**config.mk**
```make
export PLATFORM = sky130hd
export DESIGN_NAME = serial_tagger
export DESIGN_NICKNAME = d
export VERILOG_FILES = /design/src/rtl/serial_tagger_pkg.sv /design/src/rtl/serial_tagger_credit.sv /design/src/rtl/serial_tagger.sv
export SDC_FILE = /design/constraint.sdc
export NUM_CORES = 1
export LEC_CHECK = 0
export CAP_MARGIN = 20
export CORE_MARGIN = 2
export CORE_UTILIZATION = 36
export DETAILED_ROUTE_END_ITERATION = 10
export GPL_TIMING_DRIVEN = 0
export PLACE_DENSITY = 0.78
export SLEW_MARGIN = 20
export SYNTH_ARGS = -nofsm -noshare
export SYNTH_HDL_FRONTEND = slang
export SYNTH_SLANG_ARGS = --single-unit
```
**constraint.sdc**
```tcl
create_clock -name clk -period 2.4 [get_ports clk]
set_input_delay 0.36 -clock clk [delete_from_list [all_inputs] [get_ports clk]]
set_output_delay 0.36 -clock clk [all_outputs]
set_load 0.02 [all_outputs]
```
**src/rtl/serial_tagger_pkg.sv**
```systemverilog
// Shared types for the serial tagger: default payload/keep words and the credit-count width helper.
// Pure declarations; no timing or flow-control behaviour lives here.
package serial_tagger_pkg;

    localparam int DATA_W = 32;
    localparam int KEEP_W = DATA_W / 8;

    typedef logic [DATA_W-1:0] word_t;
    typedef logic [KEEP_W-1:0] keep_t;

    // Width able to hold the values 0..depth inclusive.
    function automatic int cnt_width(input int depth);
        return $clog2(depth + 1);
    endfunction

endpackage

```
**src/rtl/serial_tagger_credit.sv**
```systemverilog
// DEPTH-bounded up/down credit counter; count updates one cycle after inc/dec.
// inc is ignored at full and dec at empty; underflow flags a dec seen while empty.
module tag_credit_counter
    import serial_tagger_pkg::*;
#(
    parameter int DEPTH = 16,
    parameter int CW    = cnt_width(DEPTH)
) (
    input  logic          clk,
    input  logic          rst,
    input  logic          inc,
    input  logic          dec,
    output logic [CW-1:0] count,
    output logic          full,
    output logic          empty,
    output logic          underflow
);

    logic inc_ok;
    logic dec_ok;

    assign full      = (count == CW'(DEPTH));
    assign empty     = (count == '0);
    assign inc_ok    = inc && !full;
    assign dec_ok    = dec && !empty;
    assign underflow = dec && empty;

    always_ff @(posedge clk or posedge rst) begin
        if (rst) begin
            count <= '0;
        end else if (inc_ok && !dec_ok) begin
            count <= count + 1'b1;
        end else if (dec_ok && !inc_ok) begin
            count <= count - 1'b1;
        end
    end

endmodule

```
**src/rtl/serial_tagger.sv**
```systemverilog
// Stamps in-order beats with a wrapping serial tag, 1-cycle registered in->out, 1 beat/cycle.
// in_rdy drops when the output slot is held (out_rdy low) or DEPTH tags are in flight.
module serial_tagger
    import serial_tagger_pkg::*;
#(
    parameter type data_t       = word_t,
    parameter int  DEPTH        = 16,
    parameter int  SERIAL_WIDTH = $clog2(DEPTH)
) (
    input  logic                        clk,
    input  logic                        rst,
    input  data_t                       in_dat,
    input  keep_t                       in_keep,
    input  logic                        in_last,
    input  logic                        in_vld,
    output logic                        in_rdy,
    output data_t                       out_dat,
    output keep_t                       out_keep,
    output logic                        out_last,
    output logic [SERIAL_WIDTH-1:0]     out_tag,
    output logic                        out_vld,
    input  logic                        out_rdy,
    input  logic                        retire,
    output logic [$clog2(DEPTH+1)-1:0]  in_flight,
    output logic                        idle,
    output logic                        retire_err
);

    if ((DEPTH < 2) || (2 ** SERIAL_WIDTH != DEPTH)) begin : g_bad_cfg
        $error("serial_tagger: DEPTH must be a power of two >= 2 and equal 2**SERIAL_WIDTH");
    end

    logic                    accept;
    logic                    slot_free;
    logic                    cnt_full;
    logic                    cnt_empty;
    logic                    cnt_underflow;
    logic [SERIAL_WIDTH-1:0] next_tag;

    // Credit comes from the registered count only, so retire never reaches in_rdy combinationally.
    assign slot_free = !out_vld || out_rdy;
    assign in_rdy    = slot_free && !cnt_full;
    assign accept    = in_vld && in_rdy;
    assign idle      = cnt_empty && !out_vld;

    tag_credit_counter #(
        .DEPTH (DEPTH),
        .CW    ($clog2(DEPTH+1))
    ) u_credit (
        .clk       (clk),
        .rst       (rst),
        .inc       (accept),
        .dec       (retire),
        .count     (in_flight),
        .full      (cnt_full),
        .empty     (cnt_empty),
        .underflow (cnt_underflow)
    );

    // Tag wraps DEPTH-1 -> 0 naturally because its width is exactly log2(DEPTH).
    always_ff @(posedge clk or posedge rst) begin
        if (rst) begin
            out_vld  <= 1'b0;
            next_tag <= '0;
        end else if (accept) begin
            out_vld  <= 1'b1;
            next_tag <= next_tag + 1'b1;
        end else if (out_rdy) begin
            out_vld  <= 1'b0;
        end
    end

    always_ff @(posedge clk) begin
        if (accept) begin
            out_dat  <= in_dat;
            out_keep <= in_keep;
            out_last <= in_last;
            out_tag  <= next_tag;
        end
    end

    always_ff @(posedge clk or posedge rst) begin
        if (rst) begin
            retire_err <= 1'b0;
        end else if (cnt_underflow) begin
            retire_err <= 1'b1;
        end
    end

endmodule

```
Word level (Yosys, flattened, before mapping)
Cells that the tools add are included.
{"block": "op_classes", "eq_ne": 1, "n_addsub": 3, "reduce_logical": 17, "n_mux": 4}
{"op": "$mux W5", "n": 2}
{"op": "$logic_and A1 B1 Y1", "n": 8}
{"op": "$add A5 B1 Y5 const B", "n": 1}
{"op": "$eq A5 B5 Y1 const B", "n": 1}
{"op": "$logic_not A1 Y1", "n": 5}
{"op": "$logic_not A5 Y1", "n": 1}
{"op": "$sub A5 B1 Y5 const B", "n": 1}
{"op": "$add A4 B1 Y4 const B", "n": 1}
{"op": "$reduce_bool A2 Y1", "n": 2}
{"op": "$mux W1", "n": 2}
{"op": "$logic_or A1 B1 Y1", "n": 1}
{"block": "totals", "register_bits": 52, "word_cells": 33, "inputBits": 42}

Longest topological paths before layout
{"block": "depth", "depth_word": 9, "mapped_depth": 10, "mapped_depth_nobuf": 10}

Cells and area by module
From an unflattened synthesis, not the netlist that was laid out.
{"block": "hier_totals", "cells_unflattened": 108, "hier_area_um2": 1945.6}
{"module": "serial_tagger", "cells_each": 64, "area_per_inst_um2": 1521.5, "n_inst": 1, "seq_area_each_um2": 1381.3}
{"module": "tag_credit_counter", "cells_each": 44, "area_per_inst_um2": 424.2, "n_inst": 1, "seq_area_each_um2": 125.1}

Least setup slack after synthesis
No wires, ideal clock.
{"block": "synth_timing", "path_type": "reg-to-reg", "startpoint": "register u_credit.count[1]", "endpoint": "register next_tag[3]", "synth_period_minus_slack_ns": 2.473, "n_path_buf": 0, "t_arrival_ns": 2.350, "setup_ns": 0.123, "required_time_ns": 2.277, "slack_ns": -0.073, "path_stages_with_launch": 5, "path_cell_list": "dfrtp_1 > nor4_4 > a211oi_4 > nand4_1 > xnor2_1"}
{"block": "synth_via", "elab_chain_len": 4}
{"element": "from (decl)", "line_no": "serial_tagger_credit.sv:13", "rtl": "output logic [CW-1:0] count,"}
{"element": "from (signal assigned)", "line_no": "serial_tagger_credit.sv:32", "rtl": "count <= count + 1'b1;"}
{"element": "from (signal assigned)", "line_no": "serial_tagger_credit.sv:34", "rtl": "count <= count - 1'b1;"}
{"element": "$eq A5 B5 Y1", "line_no": "serial_tagger_credit.sv:22", "rtl": "assign full = (count == CW'(DEPTH));"}
{"element": "$logic_not A1 Y1", "line_no": "serial_tagger.sv:42", "rtl": "assign in_rdy = slot_free && !cnt_full;"}
{"element": "$logic_and A1 B1 Y1", "line_no": "serial_tagger.sv:42"}
{"element": "$logic_and A1 B1 Y1", "line_no": "serial_tagger.sv:43", "rtl": "assign accept = in_vld && in_rdy;"}
{"element": "named net accept", "line_no": "serial_tagger.sv:33", "rtl": "logic accept;"}
{"element": "to (signal assigned)", "line_no": "serial_tagger.sv:67", "rtl": "next_tag <= next_tag + 1'b1;"}
{"element": "to (decl)", "line_no": "serial_tagger.sv:38", "rtl": "logic [SERIAL_WIDTH-1:0] next_tag;"}
The timed path passes the listed nets, and every way through them passes these cells.
A chain may end at the register's enable or synchronous reset.

Worst setup path after layout
{"block": "layout_timing", "startpoint": "register u_credit.count[1]", "endpoint": "output port idle"}
{"block": "layout_via", "elab_chain_len": 2}
{"element": "$logic_not A5 Y1", "line_no": "serial_tagger_credit.sv:23", "rtl": "assign empty = (count == '0);"}
{"element": "$logic_and A1 B1 Y1", "line_no": "serial_tagger.sv:44", "rtl": "assign idle = cnt_empty && !out_vld;"}
{"element": "to (decl)", "line_no": "serial_tagger.sv:25", "rtl": "output logic idle,"}
No other way between the ends.

==> results.md <==
- Status: finished, final reports clean
- Met2 Use GR: 19.8%
- Worst-Margin Slew: ~750 ps
- Port Buffers: 91
- Largest net degree at the start of global routing: 19
- Starting Density: roughly 37%
- Most common cell after layout, fill and taps aside: clkdlybuf4s50_1
- Clk_lat worst skew: around 300 ps
- Routed vias/inst: around 4.3
- Placer's final routability congestion estimate: roughly 0.74
- Net count after synthesis: roughly 140
- Inserted Diodes: 0
- Setup slack at placement: -90.1 ps
- Final hold violations: 0
- Placed cell areas: 2890 um^2
- Synth warn: 0
- Worst r2r dst: u_credit.count[4]
- DR DRC count: 0
- Share of layout cells above drive strength 1: 12.1%
- CTS H-tree depth: 2
- Seq/Total Area, Yosys: 81.3%
- Crit path capture type: output port
- Die area: 5740 um^2
- Period utilization: between 90% and 100%
- Max-cap violations: 0
- Synth Register Bits: 52
- Cts bufs inserted: 5
- GRT Total Usage: between 10% and 20%
- Yosys cell types: 24
- Final HPWL DP: 2650 um
- Clk slew on worst S/H paths: 90 ps
- Number of global-route vias before repair: roughly 1100
- Root Buffer: clkbuf_8
- CTS tree: done
- Worst vdd ir: 722 uV
- Number of antenna violations at the first check in global routing: 0
- Drt first pass iters: 3
- First-pass GRT wire length: around 5100 um
- CTS Buffer Depth: 2
- Pwr/cell area: 956 nW/um^2
- RSZ-0062 raised after global routing: yes
- Crit path kind: flip-flop to output port
- Die Ht: ~76 um
- Peak Freq: about 0.43 GHz
- Clock Skew: between 7 and 8 ps
- Clock sink count: between 50 and 60
- Final min period: 2310 ps
- Final Slew Violations: 0
- WL/cell: roughly 13 um
- Met3 GRT Util: about 5%
- # setup viols final: 0
- Setup WS post-layout: 88.1 ps
- Worst Hold Class: input port to asynchronous set/reset pin
- Hold_buf cts: 0
- CP startpoint kind: flip-flop
- Worst EP required: 2040 ps
- Detailed Route Iter0 Violations: 45
- Cells on worst reg2reg path: 10
- Layout area overhead: 63.1%
- LEAKAGE: 1.11 nW
- Post-Route WL: 3480 um
- Rows: 26
- R2R setup slack: ~180 ps
- Via count: 1152
- Grt total ovfl: 0
- GRT met1 Usage: about 14%
- CORE AREA: ~5000 um^2
- Post-Route Setup TNS: 0 ps
- Crit path max fanout: 4
- Synthesized area: 1850 um^2
- Routed Antenna Nets: 0
- Worst r2r src: u_credit.count[1]
- Final nets: 246
- Die Width: around 76 um
- Most frequent cells in the layout: clkdlybuf4s50_1 (90), edfxtp_1 (41), dfrtp_1 (6)
- Syn_area_per_cell: approximately 20 um^2
- Mapped Cells: 95
- Num ports: slightly above 90
- Busiest layer in global routing: met2
- Worst slew margin: roughly 50%
- Post-route cell area: a little over 3000 um^2
- Arrival time at the worst endpoint: slightly below 2000 ps
-- where the power goes --
group / total (mW) / leakage [nW] / switching, mW / internal, mW
sequential: 1.33 / 0.512 / 0.143 / 1.19
clock: 0.580 / 0.0552 / 0.271 / 0.310
combinational: 0.978 / 0.542 / 0.456 / 0.522
total: 2.89 / 1.11 / 0.869 / 2.02
-- stage by stage --
| step | hold WS (ps) | instances | utilization, % | power [mW] |
|---|---|---|---|---|
| global placement | 449 | 256 | 56.8 | 2.27 |
| floorplan | 212 | 95 | - | 1.88 |
| global route | 412 | 269 | 60.0 | 3.06 |
| finish | 348 | 269 | 60.0 | 2.89 |
| detailed placement | 451 | 258 | 57.3 | 2.30 |
| CTS | 360 | 267 | 59.6 | 2.90 |
-- logic make-up after synthesis --
group | after synthesis | synth area share (%)
AO/OA/AOI/OAI | 12 | 4.59
XOR/XNOR | 7 | 3.31
adder cells (fa/ha/maj) | 6 | 4.46
buffers and inverters | 4 | 0.810
flip-flops | 52 | 81.3
multiplexers | 2 | 1.42
AND/OR/NAND/NOR | 12 | 4.12
-- metal layers --
| metal | wire length (um) | share of wire (%) |
|---|---|---|
| met1 | 1340 | 39 |
| met5 | 0 | 0 |
| met2 | 1710 | 49 |
| met4 | 40 | 1.1 |
| met3 | 387 | 11 |
-- area by class of cell --
class	instances	area, um^2
inverter	4	15.0
sequential	52	1510
clock buffer	6	72.6
clock inverter	2	35.0
fill	410	2020
tap	70	87.6
timing repair buffer	96	958
multi-input combinational	39	342
-- how the worst max path moves through the flow --
stage	slack (ps)	start	endpoint
2_1_floorplan	-6	u_credit.count[1]	next_tag[3]
3_3_place_gp	-800	out_rdy	next_tag[3]
3_5_place_dp	-90	out_rdy	u_credit.count[4]
4_1_cts	60	u_credit.count[0]	idle
5_1_grt	-20	u_credit.count[1]	u_credit.count[3]
6_report	90	u_credit.count[1]	idle
-- flip-flops by register name, summed over array words and instances, names as in the netlist --
signal,flops
out_dat,32
u_credit.count,5
next_tag,4
out_keep,4
out_tag,4
out_last,1
out_vld,1
retire_err,1
-- critical path, stage by stage (launching register included) --
cell and delay, ps:
dfrtp_2 450, nor4_4 350, nand2b_1 140, nor2_1 100, clkdlybuf4s50_1 610
-- Yosys cell counts --
master / count / area, um^2
nand2_1: 4 / 15.0
edfxtp_1: 41 / 1230
nor2_1: 1 / 3.75
a211oi_1: 1 / 7.51
nand4_1: 1 / 6.26
a21o_1: 1 / 7.51
mux2_4: 1 / 15.0
o21ai_0: 2 / 10.0
nand2b_1: 1 / 6.26
nor4_4: 1 / 21.3
mux2_2: 1 / 11.3
or2_1: 1 / 6.26
a21oi_1: 5 / 25.0
fa_1: 1 / 20.0
inv_1: 4 / 15.0
o21bai_1: 2 / 15.0
a211oi_4: 1 / 20.0
nor2b_1: 1 / 6.26
ha_1: 5 / 62.6
nand3_1: 1 / 5.00
dfrtp_1: 11 / 275
and3_1: 1 / 6.26
xor2_1: 2 / 17.5
xnor2_1: 5 / 43.8
-- what timing repair did --
action / CTS / global route
setup buffers: 1 / 2
pin swaps: 1 / 1
endpoints found under the setup margin: 3 / 3
gates resized for setup: 0 / 3
No activity file was read; power rests on OpenSTA's default activity.
